**src/rtl/bmp180_conv_sched_pkg.sv**
```systemverilog
// BMP180 conversion scheduler: shared states, sensor constants
// and conversion-time helpers.
package bmp180_conv_sched_pkg;

  typedef enum logic [2:0] {
    S_IDLE,
    S_T_CMD,
    S_T_WAIT,
    S_T_READ,
    S_P_CMD,
    S_P_WAIT,
    S_P_READ,
    S_FIN
  } state_t;

  localparam logic [7:0] REG_CTRL = 8'hF4;
  localparam logic [7:0] REG_DATA = 8'hF6;
  localparam logic [7:0] CMD_TEMP = 8'h2E;
  localparam logic [7:0] CMD_PRES = 8'h34;

  localparam logic [1:0] RD_LEN_T = 2'd2;
  localparam logic [1:0] RD_LEN_P = 2'd3;

  // Conversion times in units of 100 us
  localparam int unsigned T_CONV_T  = 45;
  localparam int unsigned T_CONV_P0 = 45;
  localparam int unsigned T_CONV_P1 = 75;
  localparam int unsigned T_CONV_P2 = 135;
  localparam int unsigned T_CONV_P3 = 255;

  function automatic longint unsigned conv_cycles(
    input longint unsigned fclk,
    input int unsigned     t100us
  );
    return (fclk * longint'(t100us)) / 64'd10000;
  endfunction

  function automatic logic [7:0] pres_cmd(
    input logic [1:0] oss
  );
    return CMD_PRES | {oss, 6'b00_0000};
  endfunction

endpackage

```
**src/rtl/bmp180_conv_sched_conv_wait_timer.sv**
```systemverilog
// Conversion wait counter: counts cycles while enabled,
// flags the last cycle of the terminal count.
module bmp180_conv_sched_conv_wait_timer #(
  parameter int unsigned W = 21
) (
  input  logic         CLK,
  input  logic         RST_n,
  input  logic         i_clear,
  input  logic         i_en,
  input  logic [W-1:0] i_tc,
  output logic         o_expired
);

  logic [W-1:0] r_cnt;
  logic [W-1:0] w_last;

  assign w_last    = i_tc - W'(1);
  assign o_expired = i_en && (r_cnt >= w_last);

  // Back to zero on expiry so the count reads 0 outside wait
  always_ff @(posedge CLK or negedge RST_n) begin
    if (!RST_n) begin
      r_cnt <= '0;
    end else if (i_clear || o_expired) begin
      r_cnt <= '0;
    end else if (i_en && (r_cnt != '1)) begin
      r_cnt <= r_cnt + W'(1);
    end
  end

endmodule

```
**src/rtl/bmp180_conv_sched.sv**
```systemverilog
// BMP180 scheduler: temperature then pressure conversion,
// each a ctrl write, a timed wait and a data burst read.
module bmp180_conv_sched
  import bmp180_conv_sched_pkg::*;
#(
  parameter int unsigned FPGA_CLK = 50_000_000
) (
  input  logic       CLK,
  input  logic       RST_n,
  input  logic       I_START,
  input  logic [1:0] I_OSS,
  input  logic       I_I2C_DONE,
  input  logic       I_I2C_ERR,
  output logic       O_WR_REQ,
  output logic [7:0] O_CTRL_BYTE,
  output logic       O_RD_REQ,
  output logic [1:0] O_RD_LEN,
  output logic       O_PHASE,
  output logic       O_BUSY,
  output logic       O_DONE,
  output logic       O_ERR
);

  localparam longint unsigned FCLK = 64'(FPGA_CLK);

  localparam int unsigned N_T  =
    32'(conv_cycles(FCLK, T_CONV_T));
  localparam int unsigned N_P0 =
    32'(conv_cycles(FCLK, T_CONV_P0));
  localparam int unsigned N_P1 =
    32'(conv_cycles(FCLK, T_CONV_P1));
  localparam int unsigned N_P2 =
    32'(conv_cycles(FCLK, T_CONV_P2));
  localparam int unsigned N_P3 =
    32'(conv_cycles(FCLK, T_CONV_P3));

  localparam int unsigned CNT_SZ = $clog2(N_P3);

  state_t           r_state;
  logic [1:0]       r_oss;
  logic             r_wr;
  logic [7:0]       r_ctrl;
  logic             r_rd;
  logic [1:0]       r_len;
  logic             r_phase;
  logic             r_busy;
  logic             r_done;
  logic             r_err;

  logic             w_wait;
  logic             w_xfer;
  logic             w_abort;
  logic             w_expired;
  logic [CNT_SZ-1:0] w_tc;

  assign w_wait = (r_state == S_T_WAIT) ||
                  (r_state == S_P_WAIT);

  assign w_xfer = (r_state == S_T_CMD)  ||
                  (r_state == S_T_READ) ||
                  (r_state == S_P_CMD)  ||
                  (r_state == S_P_READ);

  assign w_abort = w_xfer && I_I2C_ERR;

  // Pressure wait always follows the OSS latched at start
  always_comb begin
    w_tc = CNT_SZ'(N_T);
    if (r_state == S_P_WAIT) begin
      unique case (r_oss)
        2'd0: w_tc = CNT_SZ'(N_P0);
        2'd1: w_tc = CNT_SZ'(N_P1);
        2'd2: w_tc = CNT_SZ'(N_P2);
        2'd3: w_tc = CNT_SZ'(N_P3);
      endcase
    end
  end

  bmp180_conv_sched_conv_wait_timer #(
    .W (CNT_SZ)
  ) u_timer (
    .CLK       (CLK),
    .RST_n     (RST_n),
    .i_clear   (~w_wait),
    .i_en      (w_wait),
    .i_tc      (w_tc),
    .o_expired (w_expired)
  );

  always_ff @(posedge CLK or negedge RST_n) begin
    if (!RST_n) begin
      r_state <= S_IDLE;
      r_oss   <= 2'd0;
      r_wr    <= 1'b0;
      r_ctrl  <= 8'h00;
      r_rd    <= 1'b0;
      r_len   <= 2'd0;
      r_phase <= 1'b0;
      r_busy  <= 1'b0;
      r_done  <= 1'b0;
      r_err   <= 1'b0;
    end else begin
      r_done <= 1'b0;
      r_err  <= 1'b0;
      if (w_abort) begin
        r_state <= S_IDLE;
        r_wr    <= 1'b0;
        r_ctrl  <= 8'h00;
        r_rd    <= 1'b0;
        r_len   <= 2'd0;
        r_phase <= 1'b0;
        r_busy  <= 1'b0;
        r_err   <= 1'b1;
      end else begin
        unique case (r_state)
          S_IDLE: begin
            if (I_START) begin
              r_oss   <= I_OSS;
              r_state <= S_T_CMD;
              r_busy  <= 1'b1;
              r_wr    <= 1'b1;
              r_ctrl  <= CMD_TEMP;
            end
          end
          S_T_CMD: begin
            if (I_I2C_DONE) begin
              r_state <= S_T_WAIT;
              r_wr    <= 1'b0;
              r_ctrl  <= 8'h00;
            end
          end
          S_T_WAIT: begin
            if (w_expired) begin
              r_state <= S_T_READ;
              r_rd    <= 1'b1;
              r_len   <= RD_LEN_T;
            end
          end
          S_T_READ: begin
            if (I_I2C_DONE) begin
              r_state <= S_P_CMD;
              r_rd    <= 1'b0;
              r_len   <= 2'd0;
              r_wr    <= 1'b1;
              r_ctrl  <= pres_cmd(r_oss);
              r_phase <= 1'b1;
            end
          end
          S_P_CMD: begin
            if (I_I2C_DONE) begin
              r_state <= S_P_WAIT;
              r_wr    <= 1'b0;
              r_ctrl  <= 8'h00;
            end
          end
          S_P_WAIT: begin
            if (w_expired) begin
              r_state <= S_P_READ;
              r_rd    <= 1'b1;
              r_len   <= RD_LEN_P;
            end
          end
          S_P_READ: begin
            if (I_I2C_DONE) begin
              r_state <= S_FIN;
              r_rd    <= 1'b0;
              r_len   <= 2'd0;
              r_done  <= 1'b1;
            end
          end
          S_FIN: begin
            r_state <= S_IDLE;
            r_busy  <= 1'b0;
            r_phase <= 1'b0;
          end
        endcase
      end
    end
  end

  assign O_WR_REQ    = r_wr;
  assign O_CTRL_BYTE = r_ctrl;
  assign O_RD_REQ    = r_rd;
  assign O_RD_LEN    = r_len;
  assign O_PHASE     = r_phase;
  assign O_BUSY      = r_busy;
  assign O_DONE      = r_done;
  assign O_ERR       = r_err;

endmodule

```
**config.mk**
```make
export PLATFORM = sky130hd
export DESIGN_NAME = bmp180_conv_sched
export DESIGN_NICKNAME = d
export VERILOG_FILES = /design/src/rtl/bmp180_conv_sched_pkg.sv /design/src/rtl/bmp180_conv_sched_conv_wait_timer.sv /design/src/rtl/bmp180_conv_sched.sv
export SDC_FILE = /design/constraint.sdc
export NUM_CORES = 1
export LEC_CHECK = 0
export ABC_AREA = 0
export CAP_MARGIN = 20
export CORE_UTILIZATION = 60
export DETAILED_ROUTE_END_ITERATION = 12
export PLACE_DENSITY = 0.9
export SYNTH_ARGS = -nofsm -noshare
export SYNTH_HDL_FRONTEND = slang
export SYNTH_SLANG_ARGS = --single-unit
```
**constraint.sdc**
```tcl
create_clock -name CLK -period 6.1 [get_ports CLK]
set_input_delay 0.61 -clock CLK [delete_from_list [all_inputs] [get_ports CLK]]
set_output_delay 0.61 -clock CLK [all_outputs]
set_load 0.03 [all_outputs]
```
==> metrics <==
status=complete, no violations; crit-path leading delay family=compound AO/OA/AOI/OAI gates; Syn Std Cell Area=2390 um^2; post-CTS resize count=0; Startpoint Class=flop; setup bufs post-CTS=0; CP cell instances=nand4b_4 -> nor2_1 -> inv_1 -> ha_1 -> a21o_1 -> a21o_1 -> a211oi_1 -> and3_2 -> a22oi_4 -> a211oi_1; CTS Sinks=39; Unique masters post-synth=49; Worst EP required=6290 ps; Synth Flop Type=dfrtp_1; crit path DAT=3800 ps; GRT Overall Usage=26.8%; FF+latch count, synth=39; antenna cells=0; 1st-iter DRT viols=185; Worst-Skew Late Latency=300 ps; slew margin rel.=37.7%; Worst Skew=11.7 ps; setup violators final=0; Internal=637 uW; initial antenna violation count=0; FILL cells=270; power share of the combinational group=39.8%; RSZ-0062 raised after global routing=no; area share of the leading cell type in the synthesized netlist=40.9%; net switching fraction of the power=40.1%; CTS tree=yes; post-route ant nets=0; fin cells=321; commonest non-fill, non-tap cell in the layout=nor2_1; CP bufs+invs=1; Pleak=0.00120 uW; Setup CP Type=reg2reg; largest net degree at the start of global routing=40; Seq. cell area=976 um^2; clock root buffer=clkbuf_8; Synth Warn #=0; syn nets=278; Die Width=65.1 um; Via Count=1940; Max stage delay on crit path=690 ps; # nets final=291; fmax=0.278 GHz; Final Wtd Congestion=0.919; residual DRC count=0; dpl cells=313; row count=22; Multi-input gate area=1290 um^2; max-cap violations=0; DP HPWL=3.65 mm; P_sw=427 uW; global route total overflow=0; Hold Crit Class=in2async; Initial Util=63.8%; per-cell routed wire length=16.0 um; Core ar.=3740 um^2; leading cell types in the layout, fill and taps excluded=43 x nor2_1, 39 x dfrtp_1, 22 x nand2_1, 20 x clkdlybuf4s50_1; Slowest cell on crit path=dfrtp_1; P per Cell Area=394 nW/um^2; PortBufs=21; Hold Buf Count CTS=0; final setup TNS=0 ps; sequential share of the synthesized area=40.9%; clock network fraction of total power=24.4%; Sequential Power Share=35.8%; die area=4240 um^2; Gate Count Post-Synth=259; H-tree depth=2; crit share post-route=59.1%; Via density=6.04; Post-synth EDFFs=0; vias in the first global route=1849; CTS Buf Count=5; io pins=23; Hold Violations, Final=0; Slew Limit Fails=0; synth top area cells=dfrtp_1 41%, nor2_1 6.8%, ha_1 6.3%; final wirelength=5.14 mm; layout cells sized above 1=7.33%; VDD IR max=301 uV; largest area contributor in the netlist=dfrtp_1; Async S/R FF share, synth=100%; Slew @ Worst Pin=928 ps; first-pass GRT wire length=8.63 mm; First-pass DRT Iterations=5; area delta synth->final=13.0%; crit path max fanout=24; Final min period=3600 ps; post-synthesis area per instance=9.22 um^2; clock buffer depth=2; die height=65.1 um; Clock transition at path regs=90 ps; Crit. End Element=flop
power groups by stage:
stage | clock network (uW) | logic (uW) | registers, uW
after global placement | 0 | 405 | 380
after CTS | 260 | 423 | 380
after floorplan | 0 | 284 | 412
final | 260 | 424 | 381
after detailed placement | 0 | 417 | 385
after global routing | 269 | 457 | 391
cells by family after synthesis:
logic type / synth area share (%)
AOI/OAI and AO/OA: 15.5
xor gates and xnor gates: 6.23
adders and majority gates: 6.29
buffers and inverters: 5.24
DFF: 40.9
muxes: 3.04
other: 0.157
and+or+nand+nor: 22.7
cells in the mapped netlist (5+ instances only):
library cell	instances
clkbuf_1	7
xor2_1	10
nand4_1	7
inv_1	8
a21o_1	7
xnor2_1	7
a211oi_1	6
a21oi_1	8
nor3_1	8
buf_4	5
nor2_1	43
nand2_1	22
o21ai_0	5
nand2b_1	5
mux2i_1	5
ha_1	12
nand3_1	12
a31oi_1	5
dfrtp_1	39
metrics by stage:
step                power [uW]  worst slack, ps  utilization [%]  hold WS [ps]  area (um^2)
detailed placement         802             2660             68.4           473         2560
finish                    1060             2500             72.1           410         2700
CTS                       1060             2550             72.1           443         2700
global route              1120             2280             72.1           489         2700
global placement           785             2830             68.4           468         2560
floorplan                  696             3210                -           314         2390
sequential cells by signal, summed over array words and instances, names as in the netlist:
signal / cells
r_state: 3
O_CTRL_BYTE: 5
O_BUSY: 1
r_oss: 2
O_ERR: 1
O_RD_REQ: 1
O_DONE: 1
u_timer.r_cnt: 21
O_PHASE: 1
O_RD_LEN: 2
O_WR_REQ: 1
path summary, 6_finish.rpt:
kind / from / end / slack, ps / cells after the start
min in group CLK: O_WR_REQ$_DFFE_PN0P_ / O_WR_REQ$_DFFE_PN0P_ / 490 / 1
max: r_state[2]$_DFFE_PN0P_ / u_timer.r_cnt[16]$_DFFE_PN0P_ / 2500 / 10
min reg2reg: O_WR_REQ$_DFFE_PN0P_ / O_WR_REQ$_DFFE_PN0P_ / 490 / 1
max reg2reg: r_state[2]$_DFFE_PN0P_ / u_timer.r_cnt[16]$_DFFE_PN0P_ / 2500 / 10
max in group asynchronous: RST_n / u_timer.r_cnt[4]$_DFFE_PN0P_ / 5170 / 1
min: RST_n / O_RD_REQ$_DFFE_PN0P_ / 410 / 1
layout make-up:
| cell class | count | area share, % |
|---|---|---|
| clock buffer | 5 | 2.55 |
| timing repair buffer | 21 | 7.60 |
| tap | 48 | 2.23 |
| multi-input combinational | 196 | 47.7 |
| inverter | 9 | 1.25 |
| clock inverter | 3 | 2.50 |
| sequential | 39 | 36.2 |
layer usage:
metal	track usage (%)	vias to the layer above	wire, um
met2	43.1	74	2440
met4	6.52	0	38
met1	37.4	921	2320
met3	5.38	6	345
li1	-	939	-
met5	0	-	0
No activity file was read; power rests on OpenSTA's default activity.
